## src/rtl/stage2_acs.sv

```systemverilog
// stage2_acs: add-compare-select stage of a rate-1/2, K=3 (7,5) Viterbi decoder.
// Keeps four normalized path metrics (max-correlation), emits one survivor
// decision bit per state and the index of the best state every trellis step.
//
// Optional build macro: STAGE2_PM_OUT_EN adds pm0_out..pm3_out, which mirror
// the registered normalized metrics.
//
// Ports:
//   clk, rst_n          clock, asynchronous active-low reset
//   in_valid            d1_in..d4_in carry one trellis step this cycle
//   sof_in              start of frame (only when in_valid)
//   d1_in..d4_in        sign-magnitude branch metrics for codewords 00,11,10,01
//   dec_out[3:0]        survivor decision per new state (1 = odd predecessor)
//   best_state[1:0]     lowest state index whose normalized metric is 0
//   dec_valid           registered copy of in_valid
//   step_cnt[15:0]      trellis steps since the last start of frame
//   pm0_out..pm3_out    normalized metrics (STAGE2_PM_OUT_EN only)
module stage2_acs #(
    parameter int        PM_W    = 12,
    parameter int signed INIT_PM = -512
) (
    input  logic                   clk,
    input  logic                   rst_n,
    input  logic                   in_valid,
    input  logic                   sof_in,
    input  logic [7:0]             d1_in,
    input  logic [7:0]             d2_in,
    input  logic [7:0]             d3_in,
    input  logic [7:0]             d4_in,
    output logic [3:0]             dec_out,
    output logic [1:0]             best_state,
    output logic                   dec_valid,
    output logic [15:0]            step_cnt
`ifdef STAGE2_PM_OUT_EN
    ,
    output logic signed [PM_W-1:0] pm0_out,
    output logic signed [PM_W-1:0] pm1_out,
    output logic signed [PM_W-1:0] pm2_out,
    output logic signed [PM_W-1:0] pm3_out
`endif
);

    localparam logic signed [PM_W-1:0] INIT_V = PM_W'(INIT_PM);

    // Sign-magnitude to two's complement; 8'h80 naturally maps to 0.
    function automatic logic signed [PM_W-1:0] bm_conv(input logic [7:0] bm);
        logic signed [PM_W-1:0] mag;
        mag = {{(PM_W-7){1'b0}}, bm[6:0]};
        return bm[7] ? -mag : mag;
    endfunction

    logic signed [PM_W-1:0] pm_q   [4];
    logic signed [PM_W-1:0] old_pm [4];
    logic signed [PM_W-1:0] pe     [4];
    logic signed [PM_W-1:0] po     [4];
    logic signed [PM_W-1:0] new_pm [4];
    logic signed [PM_W-1:0] norm_pm[4];
    logic signed [PM_W-1:0] max_pm;
    logic signed [PM_W-1:0] b1, b2, b3, b4;
    logic [3:0]             dec_d;
    logic [1:0]             best_d;

    always_comb begin
        b1 = bm_conv(d1_in);
        b2 = bm_conv(d2_in);
        b3 = bm_conv(d3_in);
        b4 = bm_conv(d4_in);

        // Start of frame restarts from the known-zero-state metric set.
        for (int i = 0; i < 4; i++) begin
            if (sof_in) old_pm[i] = (i == 0) ? '0 : INIT_V;
            else        old_pm[i] = pm_q[i];
        end

        // Even predecessor {a,0}, odd predecessor {a,1} of new state {u,a}.
        pe[0] = old_pm[0] + b1;  po[0] = old_pm[1] + b2;
        pe[1] = old_pm[2] + b3;  po[1] = old_pm[3] + b4;
        pe[2] = old_pm[0] + b2;  po[2] = old_pm[1] + b1;
        pe[3] = old_pm[2] + b4;  po[3] = old_pm[3] + b3;

        // Odd predecessor must strictly win; ties go to the even one.
        for (int i = 0; i < 4; i++) begin
            dec_d[i]  = (po[i] > pe[i]);
            new_pm[i] = dec_d[i] ? po[i] : pe[i];
        end

        max_pm = new_pm[0];
        for (int i = 1; i < 4; i++) begin
            if (new_pm[i] > max_pm) max_pm = new_pm[i];
        end

        for (int i = 0; i < 4; i++) begin
            norm_pm[i] = new_pm[i] - max_pm;
        end

        // Scan downwards so the lowest zero-metric index is the one kept.
        best_d = 2'd0;
        for (int i = 3; i >= 0; i--) begin
            if (norm_pm[i] == '0) best_d = 2'(i);
        end
    end

    always_ff @(posedge clk or negedge rst_n) begin
        if (!rst_n) begin
            pm_q[0]    <= '0;
            pm_q[1]    <= INIT_V;
            pm_q[2]    <= INIT_V;
            pm_q[3]    <= INIT_V;
            dec_out    <= '0;
            best_state <= '0;
            dec_valid  <= 1'b0;
            step_cnt   <= '0;
        end else begin
            dec_valid <= in_valid;
            if (in_valid) begin
                for (int i = 0; i < 4; i++) pm_q[i] <= norm_pm[i];
                dec_out    <= dec_d;
                best_state <= best_d;
                step_cnt   <= sof_in ? 16'd1 : step_cnt + 16'd1;
            end
        end
    end

`ifdef STAGE2_PM_OUT_EN
    assign pm0_out = pm_q[0];
    assign pm1_out = pm_q[1];
    assign pm2_out = pm_q[2];
    assign pm3_out = pm_q[3];
`endif

endmodule

```

## config.mk

```make
export PLATFORM = sky130hd
export DESIGN_NAME = stage2_acs
export DESIGN_NICKNAME = d
export VERILOG_FILES = /design/src/rtl/stage2_acs.sv
export SDC_FILE = /design/constraint.sdc
export NUM_CORES = 1
export LEC_CHECK = 0
export BUFFER_PORTS_ARGS = -buffer_cell sky130_fd_sc_hd__buf_2
export CAP_MARGIN = 20
export CORE_UTILIZATION = 50
export DETAILED_ROUTE_END_ITERATION = 7
export HOLD_SLACK_MARGIN = 0.05
export PLACE_DENSITY = 0.67
export SYNTH_ARGS = -nofsm -noshare
export SYNTH_HDL_FRONTEND = slang
export SYNTH_SLANG_ARGS = --single-unit
```

## constraint.sdc

```tcl
create_clock -name clk -period 33.9 [get_ports clk]
set_input_delay 5.085 -clock clk [delete_from_list [all_inputs] [get_ports clk]]
set_output_delay 5.085 -clock clk [all_outputs]
set_load 0.01 [all_outputs]
```

## Yosys cells after proc, flatten, opt, wreduce, memory -nomap -nowiden

Index checks and enable logic that the tools add are counted.

| word-level totals | value |
|---|---|
| register bits | 71 |
| bits in latches | 0 |
| RAM bits | 0 |
| logic and storage cells | 56 |
| memories kept | 0 |
| input bits | 36 |
| memory bits (read-only) | 0 |

| cells by class | value |
|---|---|
| reduce and logical (&&, ||, !) cells | 4 |
| $add $sub $neg | 17 |
| equality and inequality tests | 0 |
| mux-type cells | 20 |
| $mul | 0 |
| $lt $le $gt $ge | 7 |
| shift operators | 0 |
| divide/modulo/power cells | 0 |
| bitwise gates (word level) | 0 |

Operators by type and width:

| operator | count |
|---|---|
| $mux 12 | 15 |
| $add 12x12->12 | 8 |
| $gt 12x12->1 | 7 |
| $logic_not 12->1 | 4 |
| $neg 7->12 | 4 |
| $sub 12x12->12 | 4 |
| $add 16x1->16 const B | 1 |
| $mux 16 | 1 |
| $mux 2 | 4 |

## Depth between registers and ports, before layout

Gate-level depths: netlist of run 1.

| depth | value |
|---|---|
| word-level depth | 17 |
| gate-level depth with buffers | 81 |
| mapped depth without buffers | 76 |

## Worst setup path before layout of run 1

Ideal clock, no wire load.

| timing | value |
|---|---|
| path kind | in2reg |
| start | input port d1_in[5] |
| end | register best_state[0] |
| path buffers | 5 |
| data arrival time | 19.573 ns |
| setup time | 0.094 ns |
| stages | 71 |
| path slack | 14.233 ns |
| data required time | 33.806 ns |
| path through | or4_1 -> o21a_1 -> a21o_1 -> ha_1 -> and4_1 -> a221oi_1 -> o21ai_1 -> o21a_1 -> o21ai_0 -> nand2b_1 -> xnor3_1 -> ha_1 -> nand2_1 -> nor4_1 -> nor2_1 -> a21o_1 -> a32oi_4 -> clkbuf_1 -> (+35 left out) -> clkbuf_1 -> clkbuf_1 -> nand2_1 -> o21ai_0 -> ha_1 -> inv_1 -> a21oi_1 -> a211oi_1 -> a211o_1 -> a41oi_1 -> o31a_1 -> nand2_1 -> o221a_2 -> o311a_1 -> or4_4 -> a2111oi_4 -> nand4b_1 -> a221oi_2 |

| between the ends | value |
|---|---|
| longest elaborated chain between the ends | 17 |
| elaborated cells on any way between the ends | 26 |

Ends and longest elaborated chain:

| what | RTL line | source |
|---|---|---|
| start, declared | 26 | `input logic [7:0] d1_in,` |
| $neg 7->12 | 49 | `return bm[7] ? -mag : mag;` |
| $mux 12 (*) | 49 |  |
| $add 12x12->12 | 76 | `pe[0] = old_pm[0] + b1; po[0] = old_pm[1] + b2;` |
| $gt 12x12->1 | 83 | `dec_d[i] = (po[i] > pe[i]);` |
| $mux 12 | 84 | `new_pm[i] = dec_d[i] ? po[i] : pe[i];` |
| $gt 12x12->1 | 89 | `if (new_pm[i] > max_pm) max_pm = new_pm[i];` |
| $mux 12 | 89 |  |
| $gt 12x12->1 | 89 |  |
| $mux 12 | 89 |  |
| $gt 12x12->1 | 89 |  |
| $mux 12 | 89 |  |
| $sub 12x12->12 | 93 | `norm_pm[i] = new_pm[i] - max_pm;` |
| $logic_not 12->1 | 99 | `if (norm_pm[i] == '0) best_d = 2'(i);` |
| $mux 2 (3 in series) | 99 |  |
| $mux 2 (*) | 99 |  |
| end signal, assigned | 118 | `best_state <= best_d;` |
| end, declared | 31 | `output logic [1:0] best_state,` |

Mark *: on every way between the ends. The rest lies on a longest branch, timed or not.
A chain may end at the register's enable or synchronous reset.

## Final worst setup path of run 1

| timing | value |
|---|---|
| start | input port sof_in |
| end | register best_state[0] |

| between the ends | value |
|---|---|
| longest elaborated chain between the ends | 16 |
| elaborated cells on any way between the ends | 38 |

Ends and longest elaborated chain:

| what | RTL line | source |
|---|---|---|
| start, declared | 25 | `input logic sof_in,` |
| $mux 12 | 71 | `if (sof_in) old_pm[i] = (i == 0) ? '0 : INIT_V;` |
| $add 12x12->12, on equally long branches | 77, 76 |  |
| $gt 12x12->1 | 83 |  |
| $mux 12 | 84 |  |
| $gt 12x12->1 | 89 |  |
| $mux 12 | 89 |  |
| $gt 12x12->1 | 89 |  |
| $mux 12 | 89 |  |
| $gt 12x12->1 | 89 |  |
| $mux 12 | 89 |  |
| $sub 12x12->12 | 93 |  |
| $logic_not 12->1 | 99 |  |
| $mux 2 (3 in series) | 99 |  |
| $mux 2 (*) | 99 |  |

Marked as above.

==> results of run 1 <==
## cell usage after synthesis, drive strengths merged, types with 5 or more instances
cell type,count
a2111oi,10
a211oi,19
a21boi,10
a21o,36
a21oi,138
a221oi,7
a31oi,8
and2,12
and3,15
buf,7
clkbuf,31
dfrtp,62
dfstp,9
fa,8
ha,191
inv,147
maj3,8
mux2,35
mux2i,48
nand2,115
nand2b,27
nand3,32
nand4,14
nor2,152
nor2b,52
nor3,35
nor3b,8
nor4,11
o211a,5
o211ai,10
o21a,16
o21ai,95
o21bai,33
o221ai,7
o31a,11
o31ai,15
or2,15
or3,11
or4,6
xnor2,129
xor2,36
## critical path, delay by kind of cell
family / cells / cell delay (ns)
XOR/XNOR: 1 / 0.16
buffers and inverters: 7 / 1.37
AND/OR/NAND/NOR: 20 / 3.77
AO/OA/AOI/OAI: 35 / 8.68
adder cells (fa/ha/maj): 9 / 2.97
multiplexers: 1 / 0.50
## sequential cells by signal, indices dropped and copies added, names as in the netlist
name,flops
step_cnt,16
dec_valid,1
dec_out,4
pm_q,48
best_state,2
## layer usage
layer  routed length [µm]  global-route usage, %  vias up
met5                   13                      0        -
met4                  622                   5.58        2
met3                 2340                   2.95       49
met2                16000                   42.2      403
met1                19400                   43.8     5939
li1                     -                      -     6254
## metrics by stage
stage / util (%) / std cells / cell area [µm²] / worst slack (ns) / hold WS, ns
floorplan: - / 1711 / 13300 / 14.23 / 0.442
global route: 54.5 / 2088 / 14200 / 10.23 / 0.497
CTS: 54.5 / 2087 / 14200 / 11.83 / 0.476
detailed placement: 53.3 / 2071 / 13900 / 11.47 / 0.466
global placement: 53.3 / 2071 / 13900 / 11.98 / 0.454
finish: 54.5 / 2088 / 14200 / 11.59 / 0.473
## cell families (layout without fill, tap and decap cells)
| kind of cell | Yosys count | in the layout | synth area share (%) |
|---|---|---|---|
| multiplexers | 83 | 83 | 6.77 |
| AND/OR/NAND/NOR | 526 | 526 | 19.7 |
| XOR/XNOR | 166 | 166 | 11.0 |
| AO/OA/AOI/OAI | 472 | 472 | 24.0 |
| buffers and inverters | 186 | 228 | 5.32 |
| flip-flops | 71 | 71 | 13.4 |
| adder cells (fa/ha/maj) | 207 | 207 | 19.7 |
## final timing paths
kind	to	start	slack, ns	cells past startpoint
min in group asynchronous	dec_out[2]$_DFFE_PN0P_	rst_n	4.88	1
worst max register to register	best_state[0]$_DFFE_PN0P_	pm_q[12]$_DFFE_PN0P_	16.54	71
worst min-delay path	pm_q[22]$_DFFE_PN1P_	pm_q[22]$_DFFE_PN1P_	0.47	2
worst min register to register	pm_q[22]$_DFFE_PN1P_	pm_q[22]$_DFFE_PN1P_	0.47	2
worst max-delay path	best_state[0]$_DFFE_PN0P_	sof_in	11.59	73
max in group asynchronous	pm_q[3]$_DFFE_PN0P_	rst_n	28.39	1
## placed cells by master (no fill, tap or decap), types with 27 or more instances in the layout
master / n
ha_1: 191
nor2_1: 152
inv_1: 144
a21oi_1: 136
xnor2_1: 129
nand2_1: 115
o21ai_0: 82
dfrtp_1: 62
buf_2: 57
nor2b_1: 52
mux2i_1: 43
a21o_1: 36
xor2_1: 36
nor3_1: 35
mux2_2: 34
o21bai_1: 33
nand3_1: 32
nand2b_1: 27
## cell type report
cell class / instances / area share (%)
multi-input cells: 1454 / 76.1
flip-flops and latches: 71 / 12.5
inverters: 148 / 3.90
well taps: 335 / 2.94
repair buffers: 64 / 2.37
clock buffers: 9 / 1.58
clock inverters: 7 / 0.588
==> impl_metrics.yaml, run 1 <==
detailed_routing:
  drc_errors: 2
  via_per_inst: 6.06
  wl_mm: 38.3
  dr.pass1.iters: 8
  ant_nets: 0
  drtIter0Drc: 1040
  dr_total_vias: 12647
  routedWlPerCell_um: 18.4
clocking:
  path_clk_slew_ns: 0.07
  cts_sinks: 71
  clock_path_buffers: 2
  clk_latency_ns: 0.36
  numCtsBuffers: 9
  postCtsSetupBuffers: 0
  h-tree-depth: 3
  cts_resized: 0
  cts_tree: "built"
  cts-root-buf: "clkbuf_16"
  postCtsHoldBufs: 0
sta:
  worst_pin_slew_ns: 0.960
  finalCriticalPeriod_ns: 22.31
  slew_headroom_pct: 36.0
  clock.fmax_mhz: 44.8
  finalSetupTns_ns: 0
  rsz0062_at_grt: "false"
  hold_viol_final: 0
  fin_worst_skew_ns: 0.0123
  finalSetupViolations: 0
  period_share_pct: 65.8
  drv_slew: 0
synthesis:
  netlist_instances: 1711
  ys_dominant_reg_cell: "dfrtp_1"
  syn_avg_cell_area_um2: 7.79
  netlist.top_cell.by_area: "ha_1"
  synth_nets: 1946
  synthArstFlopShare_pct: 100
  seq_area_frac_synth_pct: 13.4
  ys_ff_latch: 71
  yosysUniqueCellTypes: 104
  synth-edff-count: 0
  syn-cell-area_mm2: 0.0133
  yosysTopAreaCellShare_pct: 17.9
  yosysWarnings: 0
  synth_area_leaders: "ha_1 (18%), dfrtp_1 (12%), xnor2_1 (8.5%)"
critical_path:
  critPathCaptureType: "register"
  crit_path_top_delay_cell: "a221oi_4"
  worstSetupPathType: "input pin to register"
  cp_max_fo: 52
  critPathLaunchType: "input pin"
  cp_common_cell: "a21oi_1"
  cp_slowest_stage_delay_ns: 0.81
  required_ns: 34.17
  arrival_ns: 22.59
global_routing:
  grt_pass1_vias: 11406
  track_usage_pct: 28.4
  antenna_found_initial: 2
  overflow: 0
  grt_pass1_wl_mm: 60.8
  grt_max_degree: 72
layout:
  multi_input_area_mm2: 0.0108
  final-seq-area_mm2: 0.00179
  area_delta_synth_final_pct: 6.87
  diodes: 0
  fillCellCount: 2537
  nNetsFinal: 1983
  drive_gt1_share_pct: 9.70
die:
  dieHeight_um: 165
  dieArea_mm2: 0.0273
  rows: 59
  pin_count: 59
  start_util_pct: 51.0
  die_w_um: 165
  coreArea_mm2: 0.0261
hold_path:
  min_path_type: "register to register"
place:
  dp_hpwl_mm: 31.5
  io_buffers: 58
  gp_congestion: 0.955
job:
  maxCapViolations: 0
outcome:
  violations: "design-rule violations"
  outcome: "finished with violations"
Power of run 1 is left out: the tool's default activity adds up to more than one toggle a clock period on the data nets, which glitch-free logic cannot reach.
==> run 2: changes to the inputs <==
==> constraint.sdc (replaced) <==
create_clock -name clk -period 21.5 [get_ports clk]
set_input_delay 3.225 -clock clk [delete_from_list [all_inputs] [get_ports clk]]
set_output_delay 3.225 -clock clk [all_outputs]
set_load 0.01 [all_outputs]
==> impl_metrics.yaml, run 2 (synthesized netlist as in run 1, its figures left out) <==
clocking:
  clock_path_buffers: 2
  cts_resized: 0
  postCtsHoldBufs: 0
  h-tree-depth: 3
  path_clk_slew_ns: 0.07
  cts_sinks: 71
  cts_tree: "built"
  postCtsSetupBuffers: 0
  numCtsBuffers: 9
  clk_latency_ns: 0.35
  cts-root-buf: "clkbuf_16"
sta:
  hold_viol_final: 0
  finalSetupTns_ns: 0
  fin_worst_skew_ns: 0.0124
  finalSetupViolations: 0
  worst_pin_slew_ns: 0.975
  finalCriticalPeriod_ns: 19.99
  drv_slew: 0
  clock.fmax_mhz: 50.0
  rsz0062_at_grt: "false"
  period_share_pct: 93.0
  slew_headroom_pct: 35.0
layout:
  mostFrequentLayoutCells: "ha_1 (191), nor2_1 (152), inv_1 (144)"
  layout_commonest_cell: "ha_1"
  multi_input_area_mm2: 0.0108
  nNetsFinal: 1983
  post-route-util_pct: 54.4
  largest_reg_flops: 48
  largestRegisters: "pm_q (48), step_cnt (16), dec_out (4)"
  area_delta_synth_final_pct: 6.72
  drive_gt1_share_pct: 9.70
  top_register: "pm_q"
  final-seq-area_mm2: 0.00179
  fillCellCount: 2500
outcome:
  outcome: "finished with violations"
  violations: "design-rule violations"
die:
  rows: 59
  coreArea_mm2: 0.0261
  dieArea_mm2: 0.0273
  die_w_um: 165
  start_util_pct: 51.0
  dieHeight_um: 165
  pin_count: 59
detailed_routing:
  dr_total_vias: 12568
  drc_errors: 4
  dr.pass1.iters: 7
  wl_mm: 38.4
  ant_nets: 0
  drtIter0Drc: 992
  via_per_inst: 6.02
  routedWlPerCell_um: 18.4
critical_path:
  r2r-start: "pm_q[12]$_DFFE_PN0P_"
  critPathLaunch: "sof_in"
  cp_common_cell: "a21oi_1"
  worstSetupPathType: "input pin to register"
  cp_slowest_stage_delay_ns: 0.83
  critPathCapture: "best_state[0]$_DFFE_PN0P_"
  worstRegToRegCells: 70
  rrSetupSlack_ns: 4.53
  crit_path_top_delay_cell: "a221oi_4"
  critPathCaptureType: "register"
  arrival_ns: 20.25
  cp_max_fo: 28
  worstReg2RegEnd: "best_state[0]$_DFFE_PN0P_"
  critPathLaunchType: "input pin"
  required_ns: 21.76
place:
  gp_congestion: 0.958
  dp_hpwl_mm: 31.7
  io_buffers: 58
global_routing:
  grt_max_degree: 72
  grt_pass1_vias: 11187
  grt_pass1_wl_mm: 60.2
  antenna_found_initial: 1
  track_usage_pct: 28.1
  overflow: 0
hold_path:
  min_path_type: "register to register"
job:
  maxCapViolations: 0
==> run 2: worst max-delay path, delay by kind of cell <==
kind	cells	cell delay [ns]
buf+inv	5	0.92
compound gates	35	8.74
mux	1	0.48
xor+xnor	1	0.16
simple gates	20	3.71
fa+ha+maj	9	2.95
==> run 2: per-layer routing <==
metal	vias to the layer above	global-route usage, %	share of wire, %
li1	6261	-	-
met4	0	6.32	1.9
met1	5836	42.9	50
met3	47	3.47	6.4
met2	424	41.3	42
met5	-	0	0
==> run 2: cell type report <==
cell class / count / area share, %
Tap cell: 335 / 2.95
Clock inverter: 7 / 0.431
Clock buffer: 9 / 1.58
Sequential cell: 71 / 12.6
Antenna cell: 1 / 0.0176
Timing Repair Buffer: 64 / 2.37
Inverter: 148 / 3.90
Multi-Input combinational cell: 1454 / 76.2
==> run 2: worst min path at each step <==
stage | startpoint | endpoint | slack [ns] | depth (start not counted)
2_1_floorplan | pm_q[22]$_DFFE_PN1P_ | pm_q[22]$_DFFE_PN1P_ | 0.44 | 2
3_3_place_gp | pm_q[22]$_DFFE_PN1P_ | pm_q[22]$_DFFE_PN1P_ | 0.46 | 2
3_5_place_dp | pm_q[22]$_DFFE_PN1P_ | pm_q[22]$_DFFE_PN1P_ | 0.46 | 2
4_1_cts | pm_q[22]$_DFFE_PN1P_ | pm_q[22]$_DFFE_PN1P_ | 0.47 | 2
5_1_grt | pm_q[22]$_DFFE_PN1P_ | pm_q[22]$_DFFE_PN1P_ | 0.49 | 2
6_report | pm_q[22]$_DFFE_PN1P_ | pm_q[22]$_DFFE_PN1P_ | 0.47 | 2
==> run 2: stage by stage <==
step	area [µm²]	instances	hold WS [ns]	worst slack, ns
5_1_grt	14200	2088	0.485	0.376
4_1_cts	14200	2088	0.468	1.85
2_1_floorplan	13300	1711	0.442	3.69
6_report	14200	2089	0.475	1.51
3_3_place_gp	13900	2072	0.457	2.02
3_5_place_dp	13900	2072	0.458	1.55
Power of run 2 is left out for the same reason.
